==> src/rtl/aud_voice_arbiter_if.sv <==
// Bundle between the voice engines, the shared sample memory and the
// voice arbiter. The arbiter connects through the slave view. The voice
// engines and the memory connect through the master view.
interface aud_voice_arbiter_if #(
  parameter int NUM_VOICES = 4,
  parameter int ADDR_W     = 16,
  parameter int DATA_W     = 8
);
  logic [NUM_VOICES-1:0]        req;
  logic [NUM_VOICES*ADDR_W-1:0] req_addr;
  logic [NUM_VOICES-1:0]        gnt;
  logic                         mem_en;
  logic [ADDR_W-1:0]            mem_addr;
  logic [DATA_W-1:0]            mem_rdata;
  logic [NUM_VOICES-1:0]        rsp_valid;
  logic [DATA_W-1:0]            rsp_data;
  logic [NUM_VOICES-1:0]        leds;

  modport slave (
    input  req, req_addr, mem_rdata,
    output gnt, mem_en, mem_addr, rsp_valid, rsp_data, leds
  );

  modport master (
    output req, req_addr, mem_rdata,
    input  gnt, mem_en, mem_addr, rsp_valid, rsp_data, leds
  );
endinterface

==> src/rtl/aud_voice_arbiter.sv <==
// Round-robin arbiter that shares one pipelined read-only sample memory
// between NUM_VOICES voice engines. It issues at most one read per cycle.
// A {valid, id} shift register tracks the reads that are in flight, so
// each sample returns to the voice that requested it. Each voice also
// has a stretched activity LED.
module aud_voice_arbiter #(
  parameter int NUM_VOICES = 4,
  parameter int ADDR_W     = 16,
  parameter int DATA_W     = 8,
  parameter int MEM_LAT    = 2,
  parameter int LED_HOLD   = 5000000
) (
  input  logic                 sysclk,
  input  logic                 rst_n,
  aud_voice_arbiter_if.slave   bus
);

  localparam int ID_W  = (NUM_VOICES > 1) ? $clog2(NUM_VOICES) : 1;
  localparam int LED_W = $clog2(LED_HOLD + 1);
  localparam logic [LED_W-1:0] LED_RELOAD = LED_W'(LED_HOLD);
  localparam logic [ID_W-1:0]  LAST_ID    = ID_W'(NUM_VOICES - 1);

  // Voice index reached 'off' steps above 'base', wrapping at NUM_VOICES.
  function automatic logic [ID_W-1:0] rot_idx(input logic [ID_W-1:0] base, input int off);
    int sum;
    sum = int'(base) + off;
    if (sum >= NUM_VOICES) begin
      sum = sum - NUM_VOICES;
    end else begin
      sum = sum;
    end
    return ID_W'(sum);
  endfunction

  logic [ID_W-1:0]       ptr_r;
  logic [ID_W-1:0]       ptr_next_s;
  logic [ID_W-1:0]       win_id_s;
  logic                  found_s;
  logic                  grant_s;
  logic [NUM_VOICES-1:0] gnt_s;
  logic [ADDR_W-1:0]     mem_addr_s;

  logic [MEM_LAT-1:0]    pipe_vld_r;
  logic [ID_W-1:0]       pipe_id_r [MEM_LAT];
  logic [NUM_VOICES-1:0] rsp_valid_s;
  logic [DATA_W-1:0]     rsp_data_s;

  logic [LED_W-1:0]      led_cnt_r      [NUM_VOICES];
  logic [LED_W-1:0]      led_cnt_next_s [NUM_VOICES];
  logic [NUM_VOICES-1:0] leds_r;

  // Rotating priority search: the first requester at or above ptr wins.
  always_comb begin
    found_s  = 1'b0;
    win_id_s = {ID_W{1'b0}};
    for (int k = 0; k < NUM_VOICES; k++) begin
      win_id_s = (!found_s && bus.req[rot_idx(ptr_r, k)]) ? rot_idx(ptr_r, k) : win_id_s;
      found_s  = found_s | bus.req[rot_idx(ptr_r, k)];
    end
  end

  // Grant decode, memory request and next pointer. Reset masks every grant.
  always_comb begin
    grant_s          = found_s & rst_n;
    gnt_s            = {NUM_VOICES{1'b0}};
    gnt_s[win_id_s]  = grant_s;
    mem_addr_s       = grant_s ? bus.req_addr[int'(win_id_s)*ADDR_W +: ADDR_W] : {ADDR_W{1'b0}};
    ptr_next_s       = grant_s ? ((win_id_s == LAST_ID) ? {ID_W{1'b0}} : win_id_s + ID_W'(1)) : ptr_r;
  end

  // Round-robin pointer: moves past the winner and holds when nothing is granted.
  always_ff @(posedge sysclk or negedge rst_n) begin
    if (!rst_n) begin
      ptr_r <= {ID_W{1'b0}};
    end else begin
      ptr_r <= ptr_next_s;
    end
  end

  // Tracks in-flight reads. Its depth equals the memory latency, so the
  // last stage lines up with mem_rdata.
  always_ff @(posedge sysclk or negedge rst_n) begin
    if (!rst_n) begin
      pipe_vld_r <= {MEM_LAT{1'b0}};
      for (int s = 0; s < MEM_LAT; s++) begin
        pipe_id_r[s] <= {ID_W{1'b0}};
      end
    end else begin
      pipe_vld_r[0] <= grant_s;
      pipe_id_r[0]  <= win_id_s;
      for (int s = 1; s < MEM_LAT; s++) begin
        pipe_vld_r[s] <= pipe_vld_r[s-1];
        pipe_id_r[s]  <= pipe_id_r[s-1];
      end
    end
  end

  // Steers the returning sample to its requester. Data is zero when no read completes.
  always_comb begin
    rsp_valid_s                           = {NUM_VOICES{1'b0}};
    rsp_valid_s[pipe_id_r[MEM_LAT-1]]     = pipe_vld_r[MEM_LAT-1];
    rsp_data_s = pipe_vld_r[MEM_LAT-1] ? bus.mem_rdata : {DATA_W{1'b0}};
  end

  // LED hold counters: a grant reloads the full hold, otherwise count down to zero.
  always_comb begin
    for (int i = 0; i < NUM_VOICES; i++) begin
      led_cnt_next_s[i] = gnt_s[i] ? LED_RELOAD :
                          ((led_cnt_r[i] != {LED_W{1'b0}}) ? led_cnt_r[i] - LED_W'(1) : {LED_W{1'b0}});
    end
  end

  // LED state registers. The lamp flop uses the next count, so it lights
  // in the cycle right after the grant.
  always_ff @(posedge sysclk or negedge rst_n) begin
    if (!rst_n) begin
      leds_r <= {NUM_VOICES{1'b0}};
      for (int i = 0; i < NUM_VOICES; i++) begin
        led_cnt_r[i] <= {LED_W{1'b0}};
      end
    end else begin
      for (int i = 0; i < NUM_VOICES; i++) begin
        led_cnt_r[i] <= led_cnt_next_s[i];
        leds_r[i]    <= (led_cnt_next_s[i] != {LED_W{1'b0}});
      end
    end
  end

  assign bus.gnt       = gnt_s;
  assign bus.mem_en    = grant_s;
  assign bus.mem_addr  = mem_addr_s;
  assign bus.rsp_valid = rsp_valid_s;
  assign bus.rsp_data  = rsp_data_s;
  assign bus.leds      = leds_r;

endmodule

==> src/flat_wrapper.sv <==
// flat-port wrapper written by rule: the top's interface ports become plain ports
module aud_voice_arbiter_flat 
#(
  parameter int NUM_VOICES = 4,
  parameter int ADDR_W     = 16,
  parameter int DATA_W     = 8,
  parameter int MEM_LAT    = 2,
  parameter int LED_HOLD   = 5000000
)
  (sysclk, rst_n, bus_req, bus_req_addr, bus_mem_rdata, bus_gnt, bus_mem_en, bus_mem_addr, bus_rsp_valid, bus_rsp_data, bus_leds);
  aud_voice_arbiter_if #(.NUM_VOICES(NUM_VOICES), .ADDR_W(ADDR_W), .DATA_W(DATA_W)) bus_i ();
  input  logic sysclk;
  input  logic rst_n;
  input wire logic [$bits(bus_i.req)-1:0] bus_req;
  input wire logic [$bits(bus_i.req_addr)-1:0] bus_req_addr;
  input wire logic [$bits(bus_i.mem_rdata)-1:0] bus_mem_rdata;
  output wire logic [$bits(bus_i.gnt)-1:0] bus_gnt;
  output wire logic [$bits(bus_i.mem_en)-1:0] bus_mem_en;
  output wire logic [$bits(bus_i.mem_addr)-1:0] bus_mem_addr;
  output wire logic [$bits(bus_i.rsp_valid)-1:0] bus_rsp_valid;
  output wire logic [$bits(bus_i.rsp_data)-1:0] bus_rsp_data;
  output wire logic [$bits(bus_i.leds)-1:0] bus_leds;
  assign bus_i.req = bus_req;
  assign bus_i.req_addr = bus_req_addr;
  assign bus_i.mem_rdata = bus_mem_rdata;
  assign bus_gnt = bus_i.gnt;
  assign bus_mem_en = bus_i.mem_en;
  assign bus_mem_addr = bus_i.mem_addr;
  assign bus_rsp_valid = bus_i.rsp_valid;
  assign bus_rsp_data = bus_i.rsp_data;
  assign bus_leds = bus_i.leds;
  aud_voice_arbiter #(.NUM_VOICES(NUM_VOICES), .ADDR_W(ADDR_W), .DATA_W(DATA_W), .MEM_LAT(MEM_LAT), .LED_HOLD(LED_HOLD)) u_core (.sysclk(sysclk), .rst_n(rst_n), .bus(bus_i));
endmodule
==> config.mk <==
export PLATFORM = sky130hd
export DESIGN_NAME = aud_voice_arbiter_flat
export DESIGN_NICKNAME = d
export VERILOG_FILES = /design/src/rtl/aud_voice_arbiter_if.sv /design/src/rtl/aud_voice_arbiter.sv /design/src/flat_wrapper.sv
export SDC_FILE = /design/constraint.sdc
export NUM_CORES = 1
export LEC_CHECK = 0
export BUFFER_PORTS_ARGS = -buffer_cell sky130_fd_sc_hd__buf_2
export CORE_AREA = 3 3 110 112
export DETAILED_ROUTE_END_ITERATION = 10
export DIE_AREA = 0 0 113 115
export PLACE_DENSITY_LB_ADDON = 0.2
export SYNTH_ARGS = -nofsm -noshare
export SYNTH_HDL_FRONTEND = slang
export SYNTH_SLANG_ARGS = --single-unit
==> constraint.sdc <==
create_clock -name sysclk -period 3.5 [get_ports sysclk]
set_input_delay 0.7 -clock sysclk [delete_from_list [all_inputs] [get_ports sysclk]]
set_output_delay 0.7 -clock sysclk [all_outputs]
set_load 0.1 [all_outputs]
; ---- Yosys cells after proc, flatten, opt, wreduce, memory -nomap -nowiden
; Cells that the tools add are included.
[totals]
regBits = 104
input_bits = 78
out_inout_bits = 37
word_cells = 88
[op_classes]
addsub = 12
order_cmp = 12
eq_ne = 1
n_shift = 1
mux = 31
n_bitwise = 6
n_reduce_logical = 16
[ops]
columns = operator, n
row1 = $mux W23, 8
row2 = $reduce_bool A23 Y1, 8
row3 = $sub A23 B1 Y23 const B, 4
row4 = $shiftx A64 B7 Y16, 1
row5 = $lt A2 B3 Y1 const B, 6
row6 = $mux W2, 9
row7 = $mux W16, 1
row8 = $ge A3 B3 Y1 const B, 3
row9 = $and A4 B4 Y4, 2
row10 = $bmux W1 S2, 4
row11 = $mux W8, 1
row12 = $sub A2 B1 Y2 const B, 4
row13 = $add A2 B2 Y3 const B, 2
row14 = $mux W1, 6
row15 = $logic_and A1 B1 Y1, 5
row16 = $demux W1 S2, 2
row17 = $ge A2 B1 Y1 const B, 2
row18 = $add A2 B1 Y3 const B, 1
row19 = $ge A2 B3 Y1 const B, 1
row20 = $logic_not A1 Y1, 3
row21 = $or A1 B1 Y1, 3
row22 = $add A2 B1 Y2 const B, 1
row23 = $eq A2 B2 Y1 const B, 1
row24 = $and A1 B1 Y1, 1

; ---- Logic depth before layout (Yosys ltp)
; Gate-level depths: netlist (run 1).
[depth]
word_depth = 17
ltp_mapped = 12
mapped_depth_nobuf = 11

; ---- Worst setup path after synthesis (run 1)
; No wires, ideal clock.
[synth_path]
path_kind = in2reg
start = input bus_req[2]
end = register u_core.leds_r[0] (netlist: u_core.bus.leds[0])
setup_time_ns = 0.139
t_arrival_ns = 3.620
required_ns = 3.361
slack_ns = -0.258
stages = 12
path_buffers = 1
cell_sequence = mux2i_1 -> nor2_1 -> nor3_1 -> inv_2 -> buf_2 -> ha_1 -> nand2_1 -> inv_1 -> nor2_1 -> o2111ai_1 -> o41ai_1 -> or4b_1
[synth_between]
elab_chain_cells = 14
elab_cells_between_ends = 30
classes_between = order compare (2) / mux (15) / bitwise (5) / reduce/logical (8)
[synth_lines]
columns = element, line
row1 = from (decl), flat_wrapper.sv:14  ; input wire logic [$bits(bus_i.req)-1:0] bus_req;
row2 = $bmux W1 S2, "aud_voice_arbiter.sv:57, aud_voice_arbiter.sv:58"
row3 = $mux W1 (not written as such), "aud_voice_arbiter.sv:57, aud_voice_arbiter.sv:58"
row4 = $logic_not A1 Y1 or $or A1 B1 Y1 (tied branches), "aud_voice_arbiter.sv:57, aud_voice_arbiter.sv:58"
row5 = "$logic_and A1 B1 Y1, or another cell as far along", aud_voice_arbiter.sv:57  ; win_id_s = (!found_s && bus.req[rot_idx(ptr_r, k)]) ? rot_idx(ptr_r, k) : win_id_s;
row6 = "$mux W2, or another cell as far along", aud_voice_arbiter.sv:57
row7 = $mux W2 or $logic_and A1 B1 Y1 (tied branches), aud_voice_arbiter.sv:57
row8 = $mux W2 (*), aud_voice_arbiter.sv:57
row9 = net u_core.win_id_s[0], aud_voice_arbiter.sv:37  ; logic [ID_W-1:0] win_id_s;
row10 = $lt A2 B3 Y1 (not written as such) or $ge A2 B1 Y1 (tied branches), aud_voice_arbiter.sv:66  ; gnt_s[win_id_s] = grant_s;
row11 = $logic_and A1 B1 Y1 (not written as such), aud_voice_arbiter.sv:66
row12 = $mux W1 (not written as such), aud_voice_arbiter.sv:66
row13 = $demux W1 S2 (*), n/a
row14 = $and A4 B4 Y4 (no source line) (*), n/a
row15 = net bus_gnt[0], flat_wrapper.sv:17  ; output wire logic [$bits(bus_i.gnt)-1:0] bus_gnt;
row16 = $mux W23 (*), aud_voice_arbiter.sv:108  ; led_cnt_next_s[i] = gnt_s[i] ? LED_RELOAD :
row17 = $reduce_bool A23 Y1 (*), aud_voice_arbiter.sv:124  ; leds_r[i] <= (led_cnt_next_s[i] != {LED_W{1'b0}});
row18 = to (signal assigned), aud_voice_arbiter.sv:117  ; leds_r <= {NUM_VOICES{1'b0}};
row19 = "to (signal, indexed assignment)", aud_voice_arbiter.sv:124
row20 = to (decl), aud_voice_arbiter.sv:50  ; logic [NUM_VOICES-1:0] leds_r;
; The timed path passes the listed nets; every way through them passes the cells marked *. The select of a mux whose other input is x is not followed.
; A chain may end at the register's enable or synchronous reset.

; ---- Worst setup path after layout (run 1)
[layout_path]
start = register u_core.ptr_r[1]
end = output bus_mem_addr[1]
[layout_between]
elab_chain_cells = 12
elab_cells_between_ends = 39
classes_between = add/sub (7) / order compare (4) / shift (1) / mux (17) / bitwise (4) / reduce/logical (6)
[layout_lines]
columns = element, line
row1 = from (decl), aud_voice_arbiter.sv:35  ; logic [ID_W-1:0] ptr_r;
row2 = from (signal assigned), aud_voice_arbiter.sv:74  ; ptr_r <= {ID_W{1'b0}};
row3 = from (signal assigned), aud_voice_arbiter.sv:76  ; ptr_r <= ptr_next_s;
row4 = $add A2 B1 Y3, aud_voice_arbiter.sv:26  ; sum = int'(base) + off;
row5 = $ge A3 B3 Y1 or $sub A2 B1 Y2 (tied branches), "aud_voice_arbiter.sv:27, aud_voice_arbiter.sv:28"
row6 = $mux W2, aud_voice_arbiter.sv:27  ; if (sum >= NUM_VOICES) begin
row7 = $bmux W1 S2, "aud_voice_arbiter.sv:57, aud_voice_arbiter.sv:58"
row8 = $mux W1 (not written as such), "aud_voice_arbiter.sv:57, aud_voice_arbiter.sv:58"
row9 = $or A1 B1 Y1, aud_voice_arbiter.sv:58  ; found_s = found_s | bus.req[rot_idx(ptr_r, k)];
row10 = $logic_not A1 Y1 or $or A1 B1 Y1 (tied branches), "aud_voice_arbiter.sv:57, aud_voice_arbiter.sv:58"
row11 = $logic_and A1 B1 Y1 or $logic_not A1 Y1 (tied branches), aud_voice_arbiter.sv:57
row12 = $mux W2 or $logic_and A1 B1 Y1 (tied branches), aud_voice_arbiter.sv:57
row13 = $mux W2 (*), aud_voice_arbiter.sv:57
row14 = net u_core.win_id_s[0], aud_voice_arbiter.sv:37
row15 = $shiftx A64 B7 Y16 (*), aud_voice_arbiter.sv:67  ; mem_addr_s = grant_s ? bus.req_addr[int'(win_id_s)*ADDR_W +: ADDR_W] : {ADDR_W{1'b0}};
row16 = $mux W16 (*), aud_voice_arbiter.sv:67
row17 = to (decl), flat_wrapper.sv:19  ; output wire logic [$bits(bus_i.mem_addr)-1:0] bus_mem_addr;
; Marked as above.

==> flow_metrics.env, run 1 <==
export IMPL_htree_num_levels=3
export IMPL_critical_path_startpoint_type="flip-flop"
export IMPL_critPathKind="flip-flop to output pin"
export IMPL_post_synth_instance_area_um2=6350
export IMPL_numClockSinks=104
export IMPL_synth_cell_type_count=71
export IMPL_min_period_ns=3.08
export IMPL_power_density_cell_area_nw_per_um2=620
export IMPL_grt_overflow=0
export IMPL_start_util_pct=56.1
export IMPL_fmax_mhz=325
export IMPL_numCtsBuffers=9
export IMPL_routed_via_count=5529
export IMPL_postSynthAreaPerCell_um2=9.58
export IMPL_pre_cts_ws_ns=0.347
export IMPL_drt_first_iter_violations=337
export IMPL_worst_pin_slew_ns=0.820
export IMPL_multi_input_comb_area_um2=3520
export IMPL_hold_path_class="flip-flop to flip-flop"
export IMPL_placementRows=39
export IMPL_critical_path_n_buffers_inverters=3
export IMPL_tritoncts="done"
export IMPL_nNetsFinal=861
export IMPL_post_cts_resized=0
export IMPL_routedWlPerCell_um=17.3
export IMPL_clock_skew_ns=0.00820
export IMPL_synth_area_leader_cell="sky130_fd_sc_hd__dfrtp_1"
export IMPL_power_ir_vdd_worst_v=0.000390
export IMPL_syn_instance_count=663
export IMPL_place_hpwl_um=11700
export IMPL_drt_antenna_violating_nets=0
export IMPL_outcome="completed"
export IMPL_clock_latency_ns=0.35
export IMPL_net_count_after_synthesis=753
export IMPL_post_cts_hold_buffer_count=0
export IMPL_synth_common_cells="104 x sky130_fd_sc_hd__dfrtp_1, 91 x sky130_fd_sc_hd__nor2_1, 54 x sky130_fd_sc_hd__xnor2_1, 35 x sky130_fd_sc_hd__nand2_1, 30 x sky130_fd_sc_hd__o21ai_0"
export IMPL_ys_ff_latch=104
export IMPL_clk_root_buffer_cell="sky130_fd_sc_hd__clkbuf_16"
export IMPL_num_antenna_cells=0
export IMPL_critical_path_top_delay_family="multiplexers"
export IMPL_grt_antenna_before_repair=0
export IMPL_drive_above_1_share_pct=23.8
export IMPL_groute_usage_overall_pct=25.4
export IMPL_rsz0062_at_grt="false"
export IMPL_synth_top_cell_area_share_pct=41.0
export IMPL_post_route_drc_count=0
export IMPL_worstPathRequired_ns=2.80
export IMPL_max_slew_margin_pct=45.4
export IMPL_post_cts_buffers=0
export IMPL_worst_hold_slack_across_all_endpoints_ns=0.355
export IMPL_asyncSetResetFlopFracSynth_pct=100
export IMPL_count_of_maximum_capacitance_violations=0
export IMPL_critical_path_max_stage_delay_ns=0.53
export IMPL_die_w_um=113
export IMPL_static_leakage_power_nw=3.15
export IMPL_floorplan_die_area_um2=13000
export IMPL_io_pin_count=115
export IMPL_critical_path_peak_fanout=17
export IMPL_ctsLongestPathBuffers=2
export IMPL_ys_dominant_reg_cell="sky130_fd_sc_hd__dfrtp_1"
export IMPL_vias_in_the_first_global_route=5532
export IMPL_port_buffer_count=114
export IMPL_endpoint_kind="output pin"
export IMPL_drtPass1Iterations=5
export IMPL_synth_warnings=0
export IMPL_seqCellArea_um2=2600
export IMPL_netlist_top_cells_area="sky130_fd_sc_hd__dfrtp_1 41%, sky130_fd_sc_hd__xnor2_1 7.4%, sky130_fd_sc_hd__mux4_2 5.7%"
export IMPL_detail_route_vias_per_cell=6.02
export IMPL_final_max_slew_violation_count=0
export IMPL_critical_path_arrival_ns=2.38
export IMPL_post_route_period_util_pct=88.0
export IMPL_grt_max_degree=67
export IMPL_areaGrowthSynthToFinish_pct=20.9
export IMPL_globalplace_congestion=0.913
export IMPL_postRouteWirelength_um=15900
export IMPL_setup_total_negative_slack_ns=0
export IMPL_setup_viol_count_final=0
export IMPL_cp_common_cell="sky130_fd_sc_hd__buf_12"
export IMPL_final_hold_viol_count=0
export IMPL_core_area_um2=11300
export IMPL_global_route_wire_length_before_repair_um=26500
export IMPL_path_cells="nand2b_1 -> a21oi_1 -> nor3_2 -> inv_2 -> buf_12 -> mux4_2 -> and2_1 -> buf_12"
export IMPL_critical_path_slowest_cell="sky130_fd_sc_hd__mux4_2"
export IMPL_synth_seq_area_share_pct=41.0
export IMPL_synth_most_common_cell="sky130_fd_sc_hd__dfrtp_1"
export IMPL_setup_ws_ns=0.420
export IMPL_path_clk_slew_ns=0.07
export IMPL_fill_cells=890
export IMPL_chipHeight_um=115
export IMPL_synth_edff_count=0
## sequential cells by signal (all words and copies together), names as in the netlist
signal / flops
u_core.ptr_r: 2
u_core.pipe_vld_r: 2
u_core.pipe_id_r: 4
u_core.led_cnt_r: 92
u_core.bus.leds: 4
## stage by stage
step	cell area, um2	cells	power, W	util, %
2_1_floorplan	6360	663	0.00314	-
3_3_place_gp	7380	903	0.00367	65.2
3_5_place_dp	7380	903	0.00373	65.2
4_1_cts	7680	919	0.00478	67.8
5_1_grt	7680	919	0.00503	67.8
6_report	7680	919	0.00476	67.8
## power by group
part / leakage [nW] / internal (W) / switching [W]
Sequential: 1.21 / 0.00142 / 0.000324
Combinational: 1.79 / 0.000791 / 0.00119
Clock: 0.144 / 0.000562 / 0.000470
Total: 3.15 / 0.00277 / 0.00199
## layout make-up
class / instances / area share (%)
multi-input cells: 504 / 45.8
flip-flops and latches: 104 / 33.9
repair buffers: 130 / 12.9
clock buffers: 9 / 2.93
well taps: 143 / 2.33
inverters: 22 / 1.12
clock inverters: 7 / 1.03
## cell families (layout without fill, tap and decap cells)
| kind of cell | Yosys count | after routing | share of synthesized area [%] |
|---|---|---|---|
| and+or+nand+nor | 306 | 306 | 27.1 |
| xor gates and xnor gates | 72 | 72 | 9.93 |
| muxes | 18 | 18 | 5.99 |
| buffers and inverters | 55 | 168 | 3.76 |
| adders and majority gates | 12 | 12 | 2.36 |
| AOI/OAI and AO/OA | 96 | 96 | 9.91 |
| DFF | 104 | 104 | 41.0 |
## worst register-to-register path, delay by kind of cell, from the launching register on
family	cells	cell delay, ns
XOR/XNOR	1	0.16
flip-flops	1	0.44
AO/OA/AOI/OAI	2	0.60
AND/OR/NAND/NOR	3	1.71
## metal layers
layer  vias to the layer above  wire (um)  global-route usage (%)
met2                       205       7810                    42.4
met1                      2692       6570                    32.9
met5                         -          0                       0
met4                         0        281                    7.13
li1                       2605          -                       -
met3                        27       1200                    6.84
## path summary, 6_finish.rpt
kind                                        end  slack, ns  cells past startpoint                  from
max in group asynchronous  u_core.led_cnt_r[90]       1.88                      3                 rst_n
max reg2reg                  u_core.bus.leds[1]       0.45                      6  u_core.led_cnt_r[56]
min                        u_core.pipe_vld_r[1]       0.36                      0  u_core.pipe_vld_r[0]
min in group asynchronous   u_core.led_cnt_r[5]       0.43                      2                 rst_n
min reg2reg                u_core.pipe_vld_r[1]       0.36                      0  u_core.pipe_vld_r[0]
max                             bus_mem_addr[1]       0.42                      8       u_core.ptr_r[1]
## layout by cell type, fill, tap and decap left out, types with 4 or more instances in the layout
cell type and instances:
sky130_fd_sc_hd__buf_12 20, sky130_fd_sc_hd__a31oi_1 4, sky130_fd_sc_hd__inv_1 19, sky130_fd_sc_hd__xor2_1 18, sky130_fd_sc_hd__and2_1 27, sky130_fd_sc_hd__buf_2 94
sky130_fd_sc_hd__nor4_1 24, sky130_fd_sc_hd__and3_1 5, sky130_fd_sc_hd__nand2b_1 4, sky130_fd_sc_hd__nand3b_1 5, sky130_fd_sc_hd__nor2_1 91, sky130_fd_sc_hd__o21ai_0 30
sky130_fd_sc_hd__mux4_2 16, sky130_fd_sc_hd__a21oi_1 14, sky130_fd_sc_hd__or4_1 15, sky130_fd_sc_hd__ha_1 12, sky130_fd_sc_hd__buf_4 16, sky130_fd_sc_hd__o211ai_1 6
sky130_fd_sc_hd__nor3_1 28, sky130_fd_sc_hd__nand3_1 9, sky130_fd_sc_hd__nor3b_1 9, sky130_fd_sc_hd__or3_1 10, sky130_fd_sc_hd__dfrtp_1 104, sky130_fd_sc_hd__nand2_1 35
sky130_fd_sc_hd__clkbuf_16 9, sky130_fd_sc_hd__xnor2_1 54, sky130_fd_sc_hd__nand4_1 8, sky130_fd_sc_hd__o31ai_1 13
Power figures use the tool's default switching activity.
==> inputs of run 2 (changes only) <==
- CORE_AREA: 3 3 110 112 -> 3 3 150 152
- DIE_AREA: 0 0 113 115 -> 0 0 153 155
==> run 2 against run 1 <==
Design area increased by 1.2%; die area increased by 82%; combinational power decreased by 4%; core utilization decreased by 31 points; cell count increased by 15%; non-clock buffer count increased by 7; routed wire length increased by 10%; total power decreased by 0.96%; setup slack got worse by 0.16 ns; register-to-register slack about the same; critical path type unchanged; critical endpoint is now bus_mem_addr[14].
==> flow_metrics.env, run 2 (synthesized netlist as in run 1, its figures left out) <==
export IMPL_mostFrequentLayoutCells="104 x sky130_fd_sc_hd__dfrtp_1, 103 x sky130_fd_sc_hd__buf_2, 91 x sky130_fd_sc_hd__nor2_1, 54 x sky130_fd_sc_hd__xnor2_1, 35 x sky130_fd_sc_hd__nand2_1"
export IMPL_comb_power_share_pct=40.5
export IMPL_critical_path_peak_fanout=17
export IMPL_critical_path_startpoint_type="flip-flop"
export IMPL_r2r_start="u_core.led_cnt_r[53]"
export IMPL_setup_viol_count_final=0
export IMPL_seq_power_share_pct=36.8
export IMPL_detail_route_vias_per_cell=4.95
export IMPL_htree_num_levels=3
export IMPL_post_route_period_util_pct=92.5
export IMPL_outcome="completed"
export IMPL_num_antenna_cells=0
export IMPL_max_slew_margin_pct=42.0
export IMPL_worst_reg2reg_path_endpoint="u_core.bus.leds[1]"
export IMPL_clock_power_share_pct=22.6
export IMPL_global_route_wire_length_before_repair_um=28400
export IMPL_post_cts_hold_buffer_count=0
export IMPL_grt_max_degree=71
export IMPL_rsz0062_at_grt="false"
export IMPL_worst_setup_path_startpoint="u_core.ptr_r[1]"
export IMPL_post_route_drc_count=0
export IMPL_setup_ws_ns=0.264
export IMPL_count_of_maximum_capacitance_violations=0
export IMPL_r2r_setup_slack_ns=0.46
export IMPL_nNetsFinal=868
export IMPL_grt_overflow=0
export IMPL_hold_path_class="flip-flop to flip-flop"
export IMPL_power_switching_fraction_pct=41.9
export IMPL_ctsLongestPathBuffers=2
export IMPL_worst_hold_slack_across_all_endpoints_ns=0.351
export IMPL_clock_latency_ns=0.36
export IMPL_critical_path_arrival_ns=2.54
export IMPL_fmax_mhz=309
export IMPL_final_hold_viol_count=0
export IMPL_min_period_ns=3.24
export IMPL_clock_skew_ns=0.00737
export IMPL_drt_first_iter_violations=318
export IMPL_endpoint_kind="output pin"
export IMPL_power_report_internal_total_w=0.00274
export IMPL_numPlacedInstances=1042
export IMPL_power_ir_vdd_worst_v=0.000293
export IMPL_path_clk_slew_ns=0.07
export IMPL_die_w_um=153
export IMPL_areaGrowthSynthToFinish_pct=22.3
export IMPL_post_cts_buffers=0
export IMPL_drt_antenna_violating_nets=0
export IMPL_largest_register="u_core.led_cnt_r"
export IMPL_routed_via_count=5236
export IMPL_switchingPower_w=0.00198
export IMPL_numCtsBuffers=9
export IMPL_port_buffer_count=114
export IMPL_power_density_cell_area_nw_per_um2=607
export IMPL_drive_above_1_share_pct=24.5
export IMPL_chipHeight_um=155
export IMPL_numClockSinks=104
export IMPL_critPathKind="flip-flop to output pin"
export IMPL_most_common_library_cell_in_the_layout_ignoring_fill_and_taps="sky130_fd_sc_hd__dfrtp_1"
export IMPL_final_cell_count_no_fill=1058
export IMPL_static_leakage_power_nw=3.16
export IMPL_postRouteWirelength_um=17500
export IMPL_core_area_um2=21200
export IMPL_place_hpwl_um=13000
export IMPL_vias_in_the_first_global_route=5188
export IMPL_largest_register_ff_count=92
export IMPL_routedWlPerCell_um=16.5
export IMPL_timing_critical_path_to="bus_mem_addr[14]"
export IMPL_final_max_slew_violation_count=0
export IMPL_io_pin_count=115
export IMPL_worst_case_reg_to_reg_path_depth=6
export IMPL_tritoncts="done"
export IMPL_groute_usage_overall_pct=14.8
export IMPL_worst_pin_slew_ns=0.871
export IMPL_start_util_pct=30.0
export IMPL_placementRows=53
export IMPL_globalplace_congestion=0.807
export IMPL_worstPathRequired_ns=2.80
export IMPL_drtPass1Iterations=5
export IMPL_clk_root_buffer_cell="sky130_fd_sc_hd__clkbuf_16"
export IMPL_floorplan_die_area_um2=23700
export IMPL_grt_antenna_before_repair=0
export IMPL_pre_cts_ws_ns=0.292
export IMPL_post_cts_resized=0
[run 2: power by group through the flow]
stage / registers, W / logic (W) / clock network [W]
final: 0.00174 / 0.00191 / 0.00107
after CTS: 0.00173 / 0.00193 / 0.00111
after global routing: 0.00179 / 0.00211 / 0.00116
after floorplan: 0.00162 / 0.00152 / 0
after global placement: 0.00176 / 0.00192 / 0
after detailed placement: 0.00175 / 0.00193 / 0
[run 2: how the worst min path moves through the flow]
stage	end	cells after the start	start
after floorplan	u_core.pipe_id_r[0]	0	u_core.pipe_id_r[2]
after global placement	u_core.pipe_vld_r[1]	0	u_core.pipe_vld_r[0]
after detailed placement	u_core.pipe_vld_r[1]	0	u_core.pipe_vld_r[0]
after CTS	u_core.pipe_vld_r[1]	0	u_core.pipe_vld_r[0]
after global routing	u_core.pipe_vld_r[1]	0	u_core.pipe_vld_r[0]
final	u_core.pipe_vld_r[1]	0	u_core.pipe_vld_r[0]
[run 2: area by class of cell]
type / instances / area [um2]
Timing Repair Buffer: 137 / 908
Sequential cell: 104 / 2600
Inverter: 22 / 86.3
Multi-Input combinational cell: 504 / 3520
Clock inverter: 6 / 72.6
Fill cell: 2115 / 13400
Tap cell: 275 / 344
Clock buffer: 10 / 239
[run 2: critical path: stages (launching register included)]
cell and delay [ns]:
sky130_fd_sc_hd__dfrtp_1 0.46, sky130_fd_sc_hd__a21oi_1 0.11, sky130_fd_sc_hd__o21a_1 0.18, sky130_fd_sc_hd__o22ai_1 0.27, sky130_fd_sc_hd__clkinv_1 0.20, sky130_fd_sc_hd__buf_12 0.20, sky130_fd_sc_hd__mux4_2 0.21, sky130_fd_sc_hd__and2_1 0.13
sky130_fd_sc_hd__buf_2 0.43
[run 2: metal layers]
metal / vias to the layer above / wire length (um) / track usage [%]
li1: 2614 / - / -
met1: 2523 / 8460 / 20.9
met2: 84 / 8250 / 23.7
met3: 15 / 553 / 3.06
met4: 0 / 187 / 3.14
met5: - / 0 / 0
[run 2: per-stage QoR]
step / setup TNS (ns) / total power [W] / utilization [%] / instance area (um2)
2_1_floorplan: -0.174 / 0.00314 / - / 6360
3_3_place_gp: 0 / 0.00368 / 35.3 / 7460
3_5_place_dp: 0 / 0.00368 / 35.3 / 7460
4_1_cts: 0 / 0.00478 / 36.7 / 7770
5_1_grt: 0 / 0.00505 / 36.7 / 7770
6_report: 0 / 0.00471 / 36.7 / 7770
